$ cat config.mk
export PLATFORM = sky130hd
export DESIGN_NAME = lsu_mem_port_flat
export DESIGN_NICKNAME = d
export VERILOG_FILES = /design/src/rtl/lsu_pkg.sv /design/src/rtl/lsu_mem_port_if.sv /design/src/rtl/lsu_lane_align.sv /design/src/rtl/lsu_mem_port.sv /design/src/flat_wrapper.sv
export SDC_FILE = /design/constraint.sdc
export NUM_CORES = 1
export LEC_CHECK = 0
export BUFFER_PORTS_ARGS = -buffer_cell sky130_fd_sc_hd__buf_2
export CORE_MARGIN = 1.5
export CORE_UTILIZATION = 40
export DETAILED_ROUTE_END_ITERATION = 8
export PLACE_DENSITY = 0.67
export SLEW_MARGIN = 10
export SYNTH_ARGS = -nofsm -noshare
export SYNTH_HDL_FRONTEND = slang
export SYNTH_SLANG_ARGS = --single-unit
$ cat constraint.sdc
create_clock -name clock -period 3.54 [get_ports clock]
set_input_delay 0.177 -clock clock [delete_from_list [all_inputs] [get_ports clock]]
set_output_delay 0.177 -clock clock [all_outputs]
set_load 0.05 [all_outputs]
$ cat src/rtl/lsu_pkg.sv
`default_nettype none
// ============================================================================
//  Module   : lsu_pkg
//  Purpose  : Shared definitions for the load/store unit: RISC-V funct3
//             encodings, FSM state encoding and the request legality check.
//  Revision : 1.0  initial release
// ============================================================================
package lsu_pkg;

  localparam logic [2:0] F3_B  = 3'b000;
  localparam logic [2:0] F3_H  = 3'b001;
  localparam logic [2:0] F3_W  = 3'b010;
  localparam logic [2:0] F3_BU = 3'b100;
  localparam logic [2:0] F3_HU = 3'b101;

  typedef enum logic [1:0] {
    ST_IDLE     = 2'd0,
    ST_ACCESS   = 2'd1,
    ST_MERGE_WR = 2'd2,
    ST_RESP     = 2'd3
  } lsu_state_e;

  // A request is legal when funct3 names a real width, unsigned widths are
  // only used by loads, and the address is naturally aligned for its width.
  function automatic logic is_legal(input logic       we,
                                    input logic [2:0] funct3,
                                    input logic [1:0] addr_lo);
    logic ok;
    case (funct3)
      F3_B:    ok = 1'b1;
      F3_H:    ok = ~addr_lo[0];
      F3_W:    ok = (addr_lo == 2'b00);
      F3_BU:   ok = ~we;
      F3_HU:   ok = ~we & ~addr_lo[0];
      default: ok = 1'b0;
    endcase
    return ok;
  endfunction

endpackage
`default_nettype wire

$ cat src/rtl/lsu_mem_port_if.sv
`default_nettype none
// ============================================================================
//  Module   : lsu_mem_port_if
//  Purpose  : Request/response handshake plus RAM-side bus of the LSU.
//  Ports    : req_*  request channel (valid/ready)
//             rsp_*  response channel (valid/ready)
//             ram_*  word-wide single-port RAM connection
//  Modports : master - request source / response sink / RAM model
//             slave  - the load/store unit
//  Revision : 1.0  initial release
// ============================================================================
interface lsu_mem_port_if #(
  parameter int ADDR_W = 32,
  parameter int DEPTH  = 1024
);
  localparam int RAM_AW = $clog2(DEPTH);

  logic              req_valid;
  logic              req_ready;
  logic              req_we;
  logic [2:0]        req_funct3;
  logic [ADDR_W-1:0] req_addr;
  logic [31:0]       req_wdata;

  logic              rsp_valid;
  logic              rsp_ready;
  logic [31:0]       rsp_rdata;
  logic              rsp_err;

  logic              ram_write_en;
  logic [RAM_AW-1:0] ram_addr;
  logic [31:0]       ram_data_w;
  logic [31:0]       ram_data_r;

  modport master (
    output req_valid, req_we, req_funct3, req_addr, req_wdata, rsp_ready, ram_data_r,
    input  req_ready, rsp_valid, rsp_rdata, rsp_err, ram_write_en, ram_addr, ram_data_w
  );

  modport slave (
    input  req_valid, req_we, req_funct3, req_addr, req_wdata, rsp_ready, ram_data_r,
    output req_ready, rsp_valid, rsp_rdata, rsp_err, ram_write_en, ram_addr, ram_data_w
  );

endinterface
`default_nettype wire

$ cat src/rtl/lsu_lane_align.sv
`default_nettype none
// ============================================================================
//  Module   : lsu_lane_align
//  Purpose  : Combinational byte-lane logic (little-endian).
//  Ports    : i_word    RAM word read at the access address
//             i_wdata   store data (low bits used for B/H)
//             i_addr_lo byte offset within the word
//             i_funct3  access width / signedness
//             o_load    extracted and sign/zero-extended load result
//             o_merged  i_word with the store lane(s) replaced by i_wdata
//  Revision : 1.0  initial release
// ============================================================================
module lsu_lane_align
  import lsu_pkg::*;
(
  input  logic [31:0] i_word,
  input  logic [31:0] i_wdata,
  input  logic [1:0]  i_addr_lo,
  input  logic [2:0]  i_funct3,
  output logic [31:0] o_load,
  output logic [31:0] o_merged
);

  logic [7:0]  w_byte;
  logic [15:0] w_half;

  always_comb begin
    w_byte = i_word[{i_addr_lo, 3'b000} +: 8];
    w_half = i_addr_lo[1] ? i_word[31:16] : i_word[15:0];
    case (i_funct3)
      F3_B:    o_load = {{24{w_byte[7]}}, w_byte};
      F3_BU:   o_load = {24'h0, w_byte};
      F3_H:    o_load = {{16{w_half[15]}}, w_half};
      F3_HU:   o_load = {16'h0, w_half};
      default: o_load = i_word;
    endcase
  end

  always_comb begin
    o_merged = i_word;
    case (i_funct3)
      F3_B: o_merged[{i_addr_lo, 3'b000} +: 8] = i_wdata[7:0];
      F3_H: begin
        if (i_addr_lo[1]) o_merged[31:16] = i_wdata[15:0];
        else              o_merged[15:0]  = i_wdata[15:0];
      end
      default: o_merged = i_wdata;
    endcase
  end

endmodule
`default_nettype wire

$ cat src/rtl/lsu_mem_port.sv
`default_nettype none
// ============================================================================
//  Module   : lsu_mem_port
//  Purpose  : Load/store unit in front of a single-port word-wide RAM with
//             combinational read. One request outstanding at a time; B/H
//             stores use a read-modify-write over two RAM cycles.
//  Ports    : clock   single clock, posedge
//             reset_n asynchronous active-low reset
//             bus     lsu_mem_port_if.slave (request, response, RAM)
//  Revision : 1.0  initial release
// ============================================================================
module lsu_mem_port
  import lsu_pkg::*;
#(
  parameter int DEPTH  = 1024,
  parameter int ADDR_W = 32
) (
  input logic           clock,
  input logic           reset_n,
  lsu_mem_port_if.slave bus
);

  localparam int RAM_AW = $clog2(DEPTH);

  lsu_state_e        r_state;
  lsu_state_e        w_next_state;
  logic              r_we;
  logic [2:0]        r_funct3;
  logic [RAM_AW+1:0] r_addr;
  logic [31:0]       r_wdata;
  logic [31:0]       r_merge;
  logic [31:0]       r_rdata;
  logic              r_err;

  logic              w_accept;
  logic              w_legal;
  logic              w_req_ready;
  logic              w_rsp_valid;
  logic              w_ram_we;
  logic [31:0]       w_ram_wd;
  logic [31:0]       w_load;
  logic [31:0]       w_merged;

  // Address bits above the RAM range are deliberately dropped (wrap).
  logic              w_unused_addr;
  assign w_unused_addr = ^bus.req_addr[ADDR_W-1:RAM_AW+2];

  assign w_accept = (r_state == ST_IDLE) && bus.req_valid;
  assign w_legal  = is_legal(bus.req_we, bus.req_funct3, bus.req_addr[1:0]);

  lsu_lane_align u_lane_align (
    .i_word    (bus.ram_data_r),
    .i_wdata   (r_wdata),
    .i_addr_lo (r_addr[1:0]),
    .i_funct3  (r_funct3),
    .o_load    (w_load),
    .o_merged  (w_merged)
  );

  always_ff @(posedge clock or negedge reset_n) begin
    if (!reset_n) r_state <= ST_IDLE;
    else          r_state <= w_next_state;
  end

  always_comb begin
    w_next_state = r_state;
    w_req_ready  = 1'b0;
    w_rsp_valid  = 1'b0;
    w_ram_we     = 1'b0;
    w_ram_wd     = 32'h0;
    case (r_state)
      ST_IDLE: begin
        w_req_ready = 1'b1;
        if (bus.req_valid) w_next_state = w_legal ? ST_ACCESS : ST_RESP;
      end
      ST_ACCESS: begin
        if (r_we && (r_funct3 == F3_W)) begin
          w_ram_we     = 1'b1;
          w_ram_wd     = r_wdata;
          w_next_state = ST_RESP;
        end else if (r_we) begin
          w_next_state = ST_MERGE_WR;
        end else begin
          w_next_state = ST_RESP;
        end
      end
      ST_MERGE_WR: begin
        w_ram_we     = 1'b1;
        w_ram_wd     = r_merge;
        w_next_state = ST_RESP;
      end
      ST_RESP: begin
        w_rsp_valid = 1'b1;
        if (bus.rsp_ready) w_next_state = ST_IDLE;
      end
      default: w_next_state = ST_IDLE;
    endcase
  end

  always_ff @(posedge clock or negedge reset_n) begin
    if (!reset_n) begin
      r_we     <= 1'b0;
      r_funct3 <= 3'b000;
      r_addr   <= '0;
      r_wdata  <= 32'h0;
      r_merge  <= 32'h0;
      r_rdata  <= 32'h0;
      r_err    <= 1'b0;
    end else begin
      if (w_accept) begin
        r_we     <= bus.req_we;
        r_funct3 <= bus.req_funct3;
        r_addr   <= bus.req_addr[RAM_AW+1:0];
        r_wdata  <= bus.req_wdata;
        r_rdata  <= 32'h0;
        r_err    <= ~w_legal;
      end
      if (r_state == ST_ACCESS) begin
        if (!r_we) r_rdata <= w_load;
        r_merge <= w_merged;
      end
    end
  end

  assign bus.req_ready    = w_req_ready;
  assign bus.rsp_valid    = w_rsp_valid;
  // Response fields read as zero whenever no response is being offered.
  assign bus.rsp_rdata    = w_rsp_valid ? r_rdata : 32'h0;
  assign bus.rsp_err      = w_rsp_valid & r_err;
  assign bus.ram_write_en = w_ram_we;
  assign bus.ram_addr     = r_addr[RAM_AW+1:2];
  assign bus.ram_data_w   = w_ram_wd;

endmodule
`default_nettype wire

$ cat src/flat_wrapper.sv
// flat-port wrapper written by rule: the top's interface ports become plain ports
module lsu_mem_port_flat import lsu_pkg::*;
#(
  parameter int DEPTH  = 1024,
  parameter int ADDR_W = 32
)
  (clock, reset_n, bus_req_valid, bus_req_we, bus_req_funct3, bus_req_addr, bus_req_wdata, bus_rsp_ready, bus_ram_data_r, bus_req_ready, bus_rsp_valid, bus_rsp_rdata, bus_rsp_err, bus_ram_write_en, bus_ram_addr, bus_ram_data_w);
  lsu_mem_port_if #(.ADDR_W(ADDR_W), .DEPTH(DEPTH)) bus_i ();
  input logic clock;
  input logic reset_n;
  input wire logic [$bits(bus_i.req_valid)-1:0] bus_req_valid;
  input wire logic [$bits(bus_i.req_we)-1:0] bus_req_we;
  input wire logic [$bits(bus_i.req_funct3)-1:0] bus_req_funct3;
  input wire logic [$bits(bus_i.req_addr)-1:0] bus_req_addr;
  input wire logic [$bits(bus_i.req_wdata)-1:0] bus_req_wdata;
  input wire logic [$bits(bus_i.rsp_ready)-1:0] bus_rsp_ready;
  input wire logic [$bits(bus_i.ram_data_r)-1:0] bus_ram_data_r;
  output wire logic [$bits(bus_i.req_ready)-1:0] bus_req_ready;
  output wire logic [$bits(bus_i.rsp_valid)-1:0] bus_rsp_valid;
  output wire logic [$bits(bus_i.rsp_rdata)-1:0] bus_rsp_rdata;
  output wire logic [$bits(bus_i.rsp_err)-1:0] bus_rsp_err;
  output wire logic [$bits(bus_i.ram_write_en)-1:0] bus_ram_write_en;
  output wire logic [$bits(bus_i.ram_addr)-1:0] bus_ram_addr;
  output wire logic [$bits(bus_i.ram_data_w)-1:0] bus_ram_data_w;
  assign bus_i.req_valid = bus_req_valid;
  assign bus_i.req_we = bus_req_we;
  assign bus_i.req_funct3 = bus_req_funct3;
  assign bus_i.req_addr = bus_req_addr;
  assign bus_i.req_wdata = bus_req_wdata;
  assign bus_i.rsp_ready = bus_rsp_ready;
  assign bus_i.ram_data_r = bus_ram_data_r;
  assign bus_req_ready = bus_i.req_ready;
  assign bus_rsp_valid = bus_i.rsp_valid;
  assign bus_rsp_rdata = bus_i.rsp_rdata;
  assign bus_rsp_err = bus_i.rsp_err;
  assign bus_ram_write_en = bus_i.ram_write_en;
  assign bus_ram_addr = bus_i.ram_addr;
  assign bus_ram_data_w = bus_i.ram_data_w;
  lsu_mem_port #(.DEPTH(DEPTH), .ADDR_W(ADDR_W)) u_core (.clock(clock), .reset_n(reset_n), .bus(bus_i));
endmodule
== Word-level counts from Yosys, hierarchy flattened ==
Cells that the tools add are included.
Storage, ports and cells
  flip-flop bits (word level): 115
  bits in writable memories: 0
  bits in latches: 0
  ROM bits: 0
  memories kept: 0
  output and inout bits: 78
Cells by class
  muxes and demuxes: 23
  $mul: 0
  add/subtract/negate cells: 1
  $lt $le $gt $ge: 0
  bitwise gates (word level): 5
  shift-type cells: 3
  eq/ne operators: 13
  divide/modulo/power cells: 0
  reductions and logical operators: 7
Operators with widths (number)
  2-to-1 mux 32 bit: 5
  case mux 32 bit (2 select lines): 2
  case mux 32 bit (4 select lines): 1
  2-to-1 mux 16 bit: 3
  bitwise mux 32 bit: 1
  variable shift 8 x 7 -> 32 bit (first input constant): 1
  variable part select 32 x 6 -> 8 bit: 1
  variable part select 8 x 7 -> 32 bit: 1
  == test 3 bit (second input constant): 4
  2-to-1 mux 2 bit: 4
  case mux 2 bit (4 select lines): 1
  negation 5 -> 7 bit: 1
  == test 3 x 1 -> 1 bit (second input constant): 2
  == test 3 x 2 -> 1 bit (second input constant): 2
  logical NOT 3 bit: 2
  case mux 1 bit (5 select lines): 1
  == test 2 bit (second input constant): 2
  logical NOT 2 bit: 2
  2-to-1 mux 1 bit: 4
  != test 2 bit (second input constant): 2
  NOT 1 bit: 3
  AND 1 bit: 2
  == test 2 x 1 -> 1 bit (second input constant): 1
  logical AND 1 bit: 2
  other kinds (2): 2

== Depth between registers and ports, before layout ==
Gate-level depths: netlist of run 1.
  depth in word-level cells: 6
  depth in mapped cells: 11

== Modules after synthesis ==
A second synthesis of run 1 with hierarchy kept.
Unflattened totals
  cell total of the unflattened synthesis: 696
  area total of the unflattened synthesis: 6937.9 µm²
By module, submodules not included
  lsu_mem_port: area each 5177.5 µm², times used 1, cells an instance 395
  lsu_lane_align: area each 1760.4 µm², times used 1, cells an instance 301

== Worst setup path before layout of run 1 ==
OpenSTA, ideal clock, no wires.
  kind: register to register
  from: reg u_core.r_addr[1]
  to: reg u_core.r_merge[26]
  data required time: 3.463 ns
  library setup time: 0.077 ns
  path slack: 1.004 ns
  clock period less this slack: 2.536 ns
  stages on the path, launching flop included: 11
  data arrival time: 2.459 ns
  cells stage by stage: dfrtp_1 -> buf_6 -> inv_1 -> buf_2 -> buf_1 -> ha_1 -> buf_2 -> nor3b_1 -> a31o_2 -> a221oi_1 -> a21oi_1
Between the ends
  word-level cells in the longest chain between the ends: 4
  elaborated cells on any way between the ends: 6
  those cells by class: 1 x add/sub; 2 x shift; 3 x mux
Ends and longest elaborated chain
  start: declaration: line lsu_mem_port.sv:29  | logic [RAM_AW+1:0] r_addr;
  start signal: assignment: line lsu_mem_port.sv:113  | r_addr <= bus.req_addr[RAM_AW+1:0];
  negation 5 -> 7 bit: line lsu_lane_align.sv:42  | F3_B: o_merged[{i_addr_lo, 3'b000} +: 8] = i_wdata[7:0];
  variable part select 8 x 7 -> 32 bit / variable shift 8 x 7 -> 32 bit (equally long branches): line lsu_lane_align.sv:42
  bitwise mux 32 bit: line lsu_lane_align.sv:42
  case mux 32 bit (2 select lines) (*): line lsu_lane_align.sv:41  | case (i_funct3)
  end signal: assignment: line lsu_mem_port.sv:120  | r_merge <= w_merged;
  end: declaration: line lsu_mem_port.sv:31  | logic [31:0] r_merge;
Every way passes the cells marked *; elsewhere a longest branch is shown, timed or not.
A chain may end at the register's enable or synchronous reset.

== Worst setup path in the final report of run 1 ==
  from: reg u_core.r_funct3[1]
  to: out bus_ram_data_w[0]
Between the ends
  word-level cells in the longest chain between the ends: 4
Ends and longest elaborated chain
  start: declaration: line lsu_mem_port.sv:28  | logic [2:0] r_funct3;
  start signal: assignment: line lsu_mem_port.sv:112  | r_funct3 <= bus.req_funct3;
  == test 3 x 2 -> 1 bit: line lsu_mem_port.sv:77  | if (r_we && (r_funct3 == F3_W)) begin
  logical AND 1 bit: line lsu_mem_port.sv:77
  2-to-1 mux 32 bit: line lsu_mem_port.sv:77
  case mux 32 bit (2 select lines): line lsu_mem_port.sv:71  | case (r_state)
  end: declaration: line flat_wrapper.sv:24  | output wire logic [$bits(bus_i.ram_data_w)-1:0] bus_ram_data_w;
No other way between the ends.

==> flow_results.org, run 1 <==
** Pwr
- Worst VDD drop :: 0.8572 mV
- For this design the static power due to leakage is approximately 4 nW.
- In this run the power density over the cells is around 1100 mW/mm^2.

** STA
- At the pin with the least slew margin, the transition time is 941.2 ps.
- Share of the clock period used by the worst path :: between 80% and 90%
- Setup repair after global routing left no endpoint under its margin.
- Adding up every negative setup slack in the final design gives 0 ps.
- Setup violations remaining at the end of the flow were counted as 0.
- Measured against its own limit, the worst slew margin works out to between 30% and 40%.
- Hold Fails Final Rpt :: 0
- On the final layout, the worst clock skew is around 13 ps.
- The smallest clock period supported by the final layout is computed as 2886 ps.
- Highest achievable clock rate :: 346.5 MHz
- Setup slack closes at 654.3 ps.
- Max-slew violations :: 0

** Final layout
- With fillers left out, the area of the finished cells amounts to 0.009020 sq mm.
- Of the cells placed in the final design, the portion with a size suffix greater than 1 is 31.40%.
- Diode count :: 0
- In the final design database the tool counted 1031 nets.
- Total of fill cells in the finished design :: 1624
- The library cell used most frequently in the layout, excluding fill and tap cells, is sky130_fd_sc_hd__buf_2.
- Leaving out fill and tap cells, the most frequent cells in the layout are sky130_fd_sc_hd__buf_2, sky130_fd_sc_hd__dfrtp_1, sky130_fd_sc_hd__a21oi_1.
- Layout-stage area growth over the synthesis result :: 27.23%

** Worst setup path
- Slack of the worst reg-to-reg path :: roughly 800 ps
- The worst setup path is captured at a primary output.
- Data required time of the worst path :: between 3000 and 4000 ps
- The worst register-to-register path has a depth of 6.
- In this run the critical register-to-register path is captured at u_core.r_merge[23].
- The worst setup path is of the reg2out kind.
- End point of the critical path :: bus_ram_data_w[0]
- Tracing the worst setup path back leads to its startpoint at u_core.r_funct3[1].
- Launching point of the worst reg2reg path :: u_core.r_addr[1]
- Crit path max fanout :: 33
- For the worst setup path, the data arrival time is ~2700 ps.
- STA classifies the critical path startpoint as a flip-flop.

** Drt
- Using the TritonRoute via totals, the vias-per-cell ratio works out to between 5 and 6.
- For this run, design rule violations remaining after detail routing come to 0.
- First DRT Iteration DRCs :: 598
- Wire per inst :: 18.57 um
- Once detail routing completed, the nets flagged for antenna violations numbered 0.
- Wire length reported by the detailed router :: 21.45 mm
- Total number of vias :: roughly 6500
- The pre-antenna-repair detailed-routing pass consisted of 5 iterations.

** CTS
- Clk sink count :: 115
- The tree is rooted in a sky130_fd_sc_hd__clkbuf_16.
- In this run the post-CTS setup repair buffer count came out at 0.
- After clock tree synthesis, the clock-pin slew on the worst setup and hold paths is 60 ps.
- Max clock buf depth :: 2
- For the worst-skew pair, the clock arrives at the later sink with an insertion delay of ~430 ps.
- Hold buffer count at cts :: 45
- Number of H-tree levels :: 4
- After clock tree synthesis, the repair step resized 0 gates.
- The number of clock buffers added by TritonCTS is 17.
- CTS tree :: done

** Floorplan
- roughly 180 I/O pins were placed.
- Chip Height :: about 140 um
- Placeable core area :: roughly 0.017 sq mm
- Number of core rows :: 48
- Once the floorplan was initialized, standard cells occupied 40.99% of the core.
- Floorplan die area :: 0.01853 sq mm
- Horizontal die dimension :: 136.1 um

** GRT
- The total overflow left after global routing is 0.
- Largest net degree at the start of global routing :: 67
- The first global-routing pass estimated 33.89 mm of wire.
- Global routing consumed, over all layers together, a little under a quarter of the routing resources.
- Vias in the first global route :: roughly 6300
- The initial antenna violation count was 1.

** Synthesis
- Share of the synthesized area in the top cell type :: 40.59%
- Fraction of the yosys area taken by sequential cells :: 40.59%
- Warning count from the yosys run :: 0
- Post-Synthesis Cells :: 763
- After synthesis the netlist holds a flip-flop and latch count of 115.
- Ranking of synthesized cells by area :: sky130_fd_sc_hd__dfrtp_1, sky130_fd_sc_hd__mux2_2, sky130_fd_sc_hd__nor2b_1
- Distinct cell type count after synthesis :: 47
- Averaged over all synthesized cells, the footprint is 9.291 sq um.
- In this run the cell area of the synthesized design comes to around 0.007 sq mm.
- Cell accounting for the most synthesized area :: sky130_fd_sc_hd__dfrtp_1
- The number of nets handed over by synthesis was 877.

** Placement
- Summing all placed instances gives a cell area of 0.007906 sq mm.
- Routability-driven placement finished with a final weighted congestion of 0.8715.
- After legalization and detailed placement, the total HPWL measured 14.89 mm.
- IO buf count :: 161
- Timing analysis after detailed placement gives a worst setup slack of between 800 and 900 ps.

** Job
- Maxcap violations :: 0

** Run status
- The run finished with clean final reports.

** Worst hold path
- Min-Delay Path Class :: in2reg
[Yosys cell counts (all sizes together)]
cell type  count
dfrtp        115
a21oi         76
nor2          60
nor2b         56
clkbuf        54
mux2          49
nand2         46
a22oi         40
and2          35
o21ai         33
buf           29
mux2i         24
a221oi        23
a31o          21
inv           19
ha            10
o22ai         10
a31oi          9
a222oi         8
nor3           8
o2bb2ai        8
a22o           7
nand2b         3
nand3b         2
nor3b          2
nor4           2
nor4bb         2
o31ai          2
a211oi         1
a21o           1
a32oi          1
mux4           1
o21a           1
o32ai          1
o41ai          1
or2            1
or3            1
or3b           1
[power breakdown]
group | total [mW] | switching [mW] | leakage, nW | internal [mW]
sequential | 2.68 | 0.700 | 1.37 | 1.98
combinational | 5.33 | 3.40 | 2.39 | 1.93
clock | 1.94 | 0.662 | 0.323 | 1.28
[final cells by class]
type	instances	area, sq um	share of cell area [%]
clock buffers	19	442.9	4.911
clock inverters	13	220.2	2.441
inverters	19	71.32	0.7907
multi-input cells	546	3752	41.60
flip-flops and latches	115	2878	31.90
well taps	225	281.5	3.121
repair buffers	218	1374	15.23
[cell families after synthesis]
group	after synthesis	synth area share [%]
muxes	74	11.49
adders and majority gates	10	1.765
buffers and inverters	102	6.618
and+or+nand+nor	219	16.08
DFF	115	40.59
AOI/OAI and AO/OA	243	23.46
[per-layer routing]
layer	track usage [%]	vias up	part of all wire [%]
met5	0	-	0
met4	7.742	0	1.5
met3	6.861	25	6.9
met2	38.38	232	48
met1	31.16	3190	44
li1	-	3049	-
[worst min-delay path by stage]
stage | slack (ps) | start | end | depth (start not counted)
3_5_place_dp | 320 | reset_n | u_core.r_addr[5] | 1
6_report | 20 | bus_req_addr[1] | u_core.r_addr[1] | 2
2_1_floorplan | -120 | reset_n | u_core.r_addr[0] | 0
4_1_cts | 9 | bus_req_funct3[2] | u_core.r_funct3[2] | 2
5_1_grt | 10 | bus_req_addr[1] | u_core.r_addr[1] | 2
3_3_place_gp | 320 | reset_n | u_core.r_addr[5] | 1
[sequential cells by signal, summed over array words and instances, names as in the netlist]
signal           count
u_core.r_addr       12
u_core.r_err         1
u_core.r_funct3      3
u_core.r_merge      32
u_core.r_rdata      32
u_core.r_state       2
u_core.r_wdata      32
u_core.r_we          1
[critical path: stages (launching register included)]
cell	delay (ps)
sky130_fd_sc_hd__dfrtp_1	760
sky130_fd_sc_hd__nor4bb_1	380
sky130_fd_sc_hd__and2_1	180
sky130_fd_sc_hd__buf_4	330
sky130_fd_sc_hd__a22oi_1	170
sky130_fd_sc_hd__nor2b_1	160
sky130_fd_sc_hd__buf_2	280
[stage by stage]
stage                     hold slack, ps  utilization (%)  power, mW  instances
after floorplan                   -118.6                -      6.827        763
after global placement             324.7            45.71      7.876       1078
after detailed placement           321.5            45.71      7.965       1078
after CTS                          8.576            52.15      9.967       1155
after global routing               13.38            52.15      10.59       1155
final                              22.26            52.15      9.946       1155
Note: power is estimated with default switching activity, not from simulation.
==> run 2, diff against run 1 <==
- clock period: 3.54 -> 3 ns (I/O delays scaled with it)
==> run 2 against run 1 <==
  * Critical path depth is 2 higher
  * Sequential share of layout area decreased by 0.20 points
  * Count of clock-buffer cells in the layout increased by 4
  * Critical path type unchanged
==> flow_results.org, run 2 (same netlist as run 1, synthesis figures left out) <==
** Run status
- Outcome :: finished, final reports clean (unchanged)

** Worst setup path
- Ordered list of cells on the worst path :: inv_1 > ha_2 > nor4bb_1 > and2_1 > buf_6 > a22oi_1 > nor2b_1 > buf_2 (was nor4bb_1 > and2_1 > buf_4 > a22oi_1 > nor2b_1 > buf_2)
- The sum of buffers and inverters on the critical path came to 3 (was 2).
- Top delay family on crit path :: simple AND/OR/NAND/NOR gates (was flip-flops)
- The destination of the worst register-to-register timing path was u_core.r_merge[21] (was u_core.r_merge[23]).
- Launching point of the worst reg2reg path :: u_core.r_addr[1] (unchanged)
- Max stage delay on crit path :: 410 ps (was 760 ps)
- The arrival time at the worst endpoint was 2590 ps (was 2710 ps).
- The kind of critical path is reg2out (unchanged).
- Number of cell instances on the worst register-to-register path :: 7 (was 6)
- The maximum fanout count along the critical path was 33 (unchanged).
- Launching element type of the critical path :: flip-flop (unchanged)
- Data required time of the worst path :: 2850 ps (was 3360 ps)
- Slowest-stage cell, CP :: sky130_fd_sc_hd__dfrtp_1 (unchanged)
- Kind of capture point of the worst setup path :: primary output (unchanged)
- Slack of the worst reg-to-reg path :: 670 ps (was 800 ps)

** Job
- Maxcap violations :: 0 (unchanged)

** Placement
- The detailed-placement wirelength estimate came to 15.02 mm (was 14.89 mm).
- Instance area at placement :: 0.007951 sq mm (was 0.007906 sq mm)
- Dpl ws :: 637.0 ps (was 888.1 ps)
- The number of cells in the design after placement was 1084 (was 1078).
- IO buf count :: 161 (unchanged)
- GPL Wtd Cong :: 0.9049 (was 0.8715)

** CTS
- The post-CTS repair timing setup buffer count was 0 (unchanged).
- Clock Pin Slew Worst Setup and Hold Paths :: 60 ps (about the same)
- The clock tree root buffer cell was sky130_fd_sc_hd__clkbuf_16 (unchanged).
- The CTS buffer count was 17 (unchanged).
- The number of levels the H-tree was split into came to 4 (unchanged).
- Clk sink count :: 115 (unchanged)
- The TritonCTS clock tree was done (unchanged).
- Source-to-sink clock delay at the later pin of the worst-skew pair :: 430 ps (about the same)
- The largest buffer count on any clock path was 2 (unchanged).

** Final layout
- Commonest cells after routing, fill and taps aside: sky130_fd_sc_hd__buf_2, sky130_fd_sc_hd__dfrtp_1, sky130_fd_sc_hd__a21oi_1 (unchanged).
- The post-layout instance area came to 0.009077 sq mm (was 0.009020 sq mm).
- The sequential cell area is 0.002878 sq mm (unchanged).
- Registers with the highest flip-flop counts :: u_core.r_merge: 32 flops, u_core.r_rdata: 32 flops, u_core.r_wdata: 32 flops (unchanged)
- The final core area utilization was 52.48% (was 52.15%).
- The area taken by multi-input logic gates came to 0.003752 sq mm (unchanged).
- Most common cell after layout, fill and taps aside :: sky130_fd_sc_hd__buf_2 (unchanged)
- The fill cell instance count of the final layout is 1619 (was 1624).
- The final instance count without filler cells came to 1165 (was 1155).
- The net total in the final layout is 1040 (was 1031).
- The area added between synthesis and finish is 28.04% (was 27.23%).
- Fraction of final layout cells sized beyond drive strength 1 :: 31.56% (was 31.40%)

** Pwr
- The static leakage power is 4.106 nW (was 4.081 nW).
- The net load switching power was 5.620 mW (was 4.762 mW).
- The overall power is 11.74 mW (was 9.946 mW).
- Worst VDD drop :: 0.8449 mV (was 0.8572 mV)
- The portion of total power attributed to the clock network was 18.7% (was 19.5%).
- The combinational share of power was 55.1% (was 53.6%).
- Relative contribution of sequential cells to total power :: 26.2% (was 26.9%)
- The switching power as a share of total power came to 47.88% (about the same).
- Internal Dissipation :: 6.117 mW (was 5.183 mW)
- Power density over the cells :: 1293 mW/mm^2 (was 1103 mW/mm^2)

** STA
- Total Negative Setup Slacks :: 0 ps (unchanged)
- Setup WS post-layout :: 264.7 ps (was 654.3 ps)
- The pin slew with the least headroom to its limit is 844.0 ps (was 941.2 ps).
- Final critical delay including setup and external delays :: 2735 ps
- The count of endpoints failing hold in the final timing report came to 0 (unchanged).
- Highest achievable clock rate :: roughly 370 MHz
- Setup Viol. Count Final :: 0 (unchanged)
- Dividing the final minimum period by the clock period gives 91.18%.
- The worst slack on hold paths is 39.48 ps (was 22.26 ps).
- The final max-slew violation count came to 0 (unchanged).
- Setup repair after global routing missed its margin: false (unchanged).
- The worst clock skew came to 13.15 ps (was 12.71 ps).
- The headroom to the max-slew limit is 43.61% (was 37.25%).

** Worst hold path
- Hold Crit Depth :: 2 (unchanged)
- Min-Delay Path Class :: in2reg (unchanged)
- The hold-critical path endpoint is u_core.r_addr[0] (was u_core.r_addr[1]).
- Start point of the worst min-delay path :: bus_req_addr[0] (was bus_req_addr[1])

** Drt
- The number of design rule violations left after detail routing came to 0 (unchanged).
- The remaining number of nets flagged by the antenna check after routing was 0 (unchanged).
- Wire length reported by the detailed router :: 22.14 mm (was 21.45 mm)
- The routed via count divided by cell count is 5.616 (was 5.624).
- The top routing layer in use was met5 (was met4).
- Number of iterations in the first detailed-routing pass :: 6 (was 5)
- The met3 wirelength from detailed routing came to 1.518 mm (was 1.477 mm).
- Wire per inst :: 19.00 um (was 18.57 um)
- The violation count after the first detailed-route iteration is 644 (was 598).
- Metal-1 WL :: 9.530 mm (was 9.348 mm)
- DR WL met2 :: 10.54 mm (was 10.30 mm)
- Total number of vias :: 6543 (was 6496)

** Floorplan
- The width of the chip is 136.1 um (unchanged).
- Floorplan die area :: 0.01853 sq mm (unchanged)
- Initial Util :: 40.99% (unchanged)
- Count of boundary I/O pins :: 182 (unchanged)
- Placeable core area :: 0.01730 sq mm (unchanged)
- The die boundary height is 136.1 um (unchanged).
- The site row count came to 48 (unchanged).

** GRT
- Remaining global-route overflow :: 0 (unchanged)
- The initial antenna violation count was 1 (unchanged).
- The via count of the first global-routing pass is 6548 (was 6319).
- Total Routing Usage GR :: 24.64% (was 23.95%)
- The global-route wire length before repair came to 34.90 mm (was 33.89 mm).
- Largest net degree at the start of global routing :: 67 (unchanged)
==> run 2: timing repair <==
action,4_1_cts,5_1_grt
resized for setup,0,1
endpoints found under the setup margin,0,9
hold buffers,48,0
hold endpoints to repair,91,0
==> run 2: final cells by class <==
cell class | count | area share, %
diodes | 2 | 0.05513
clock buffers | 23 | 5.376
clock inverters | 8 | 1.640
inverters | 19 | 0.7857
multi-input cells | 546 | 41.34
flip-flops and latches | 115 | 31.70
well taps | 225 | 3.101
repair buffers | 227 | 16.00
==> run 2: power groups by stage <==
stage	Clock [mW]	Combinational, mW	Sequential [mW]
floorplan	0	5.37	2.69
global placement	0	6.29	3.04
detailed placement	0	6.38	3.06
CTS	2.22	6.47	3.05
global route	2.30	7.02	3.16
finish	2.20	6.47	3.07
==> run 2: worst max path at each step <==
stage	start	to	slack, ps	cells past startpoint
after floorplan	u_core.r_addr[1]	u_core.r_merge[26]	460	10
after global placement	u_core.r_state[1]	bus_ram_data_w[0]	680	8
after detailed placement	u_core.r_state[1]	bus_ram_data_w[0]	640	8
after CTS	u_core.r_state[1]	bus_ram_data_w[0]	180	8
after global routing	u_core.r_state[1]	bus_ram_data_w[7]	30	8
final	u_core.r_state[1]	bus_ram_data_w[0]	260	8
==> run 2: worst register-to-register path, cell delays in order (launching register included) <==
cell and delay (ps):
sky130_fd_sc_hd__dfrtp_1 410, sky130_fd_sc_hd__inv_1 80, sky130_fd_sc_hd__buf_4 220, sky130_fd_sc_hd__ha_1 260, sky130_fd_sc_hd__nor3b_1 720, sky130_fd_sc_hd__a31o_2 260
sky130_fd_sc_hd__a221oi_1 90, sky130_fd_sc_hd__a21oi_1 200
==> run 2: metal layers <==
layer	track usage, %	vias up
met1	32.22	3200
met5	0	-
met2	39.14	244
li1	-	3064
met3	6.003	33
met4	9.929	2
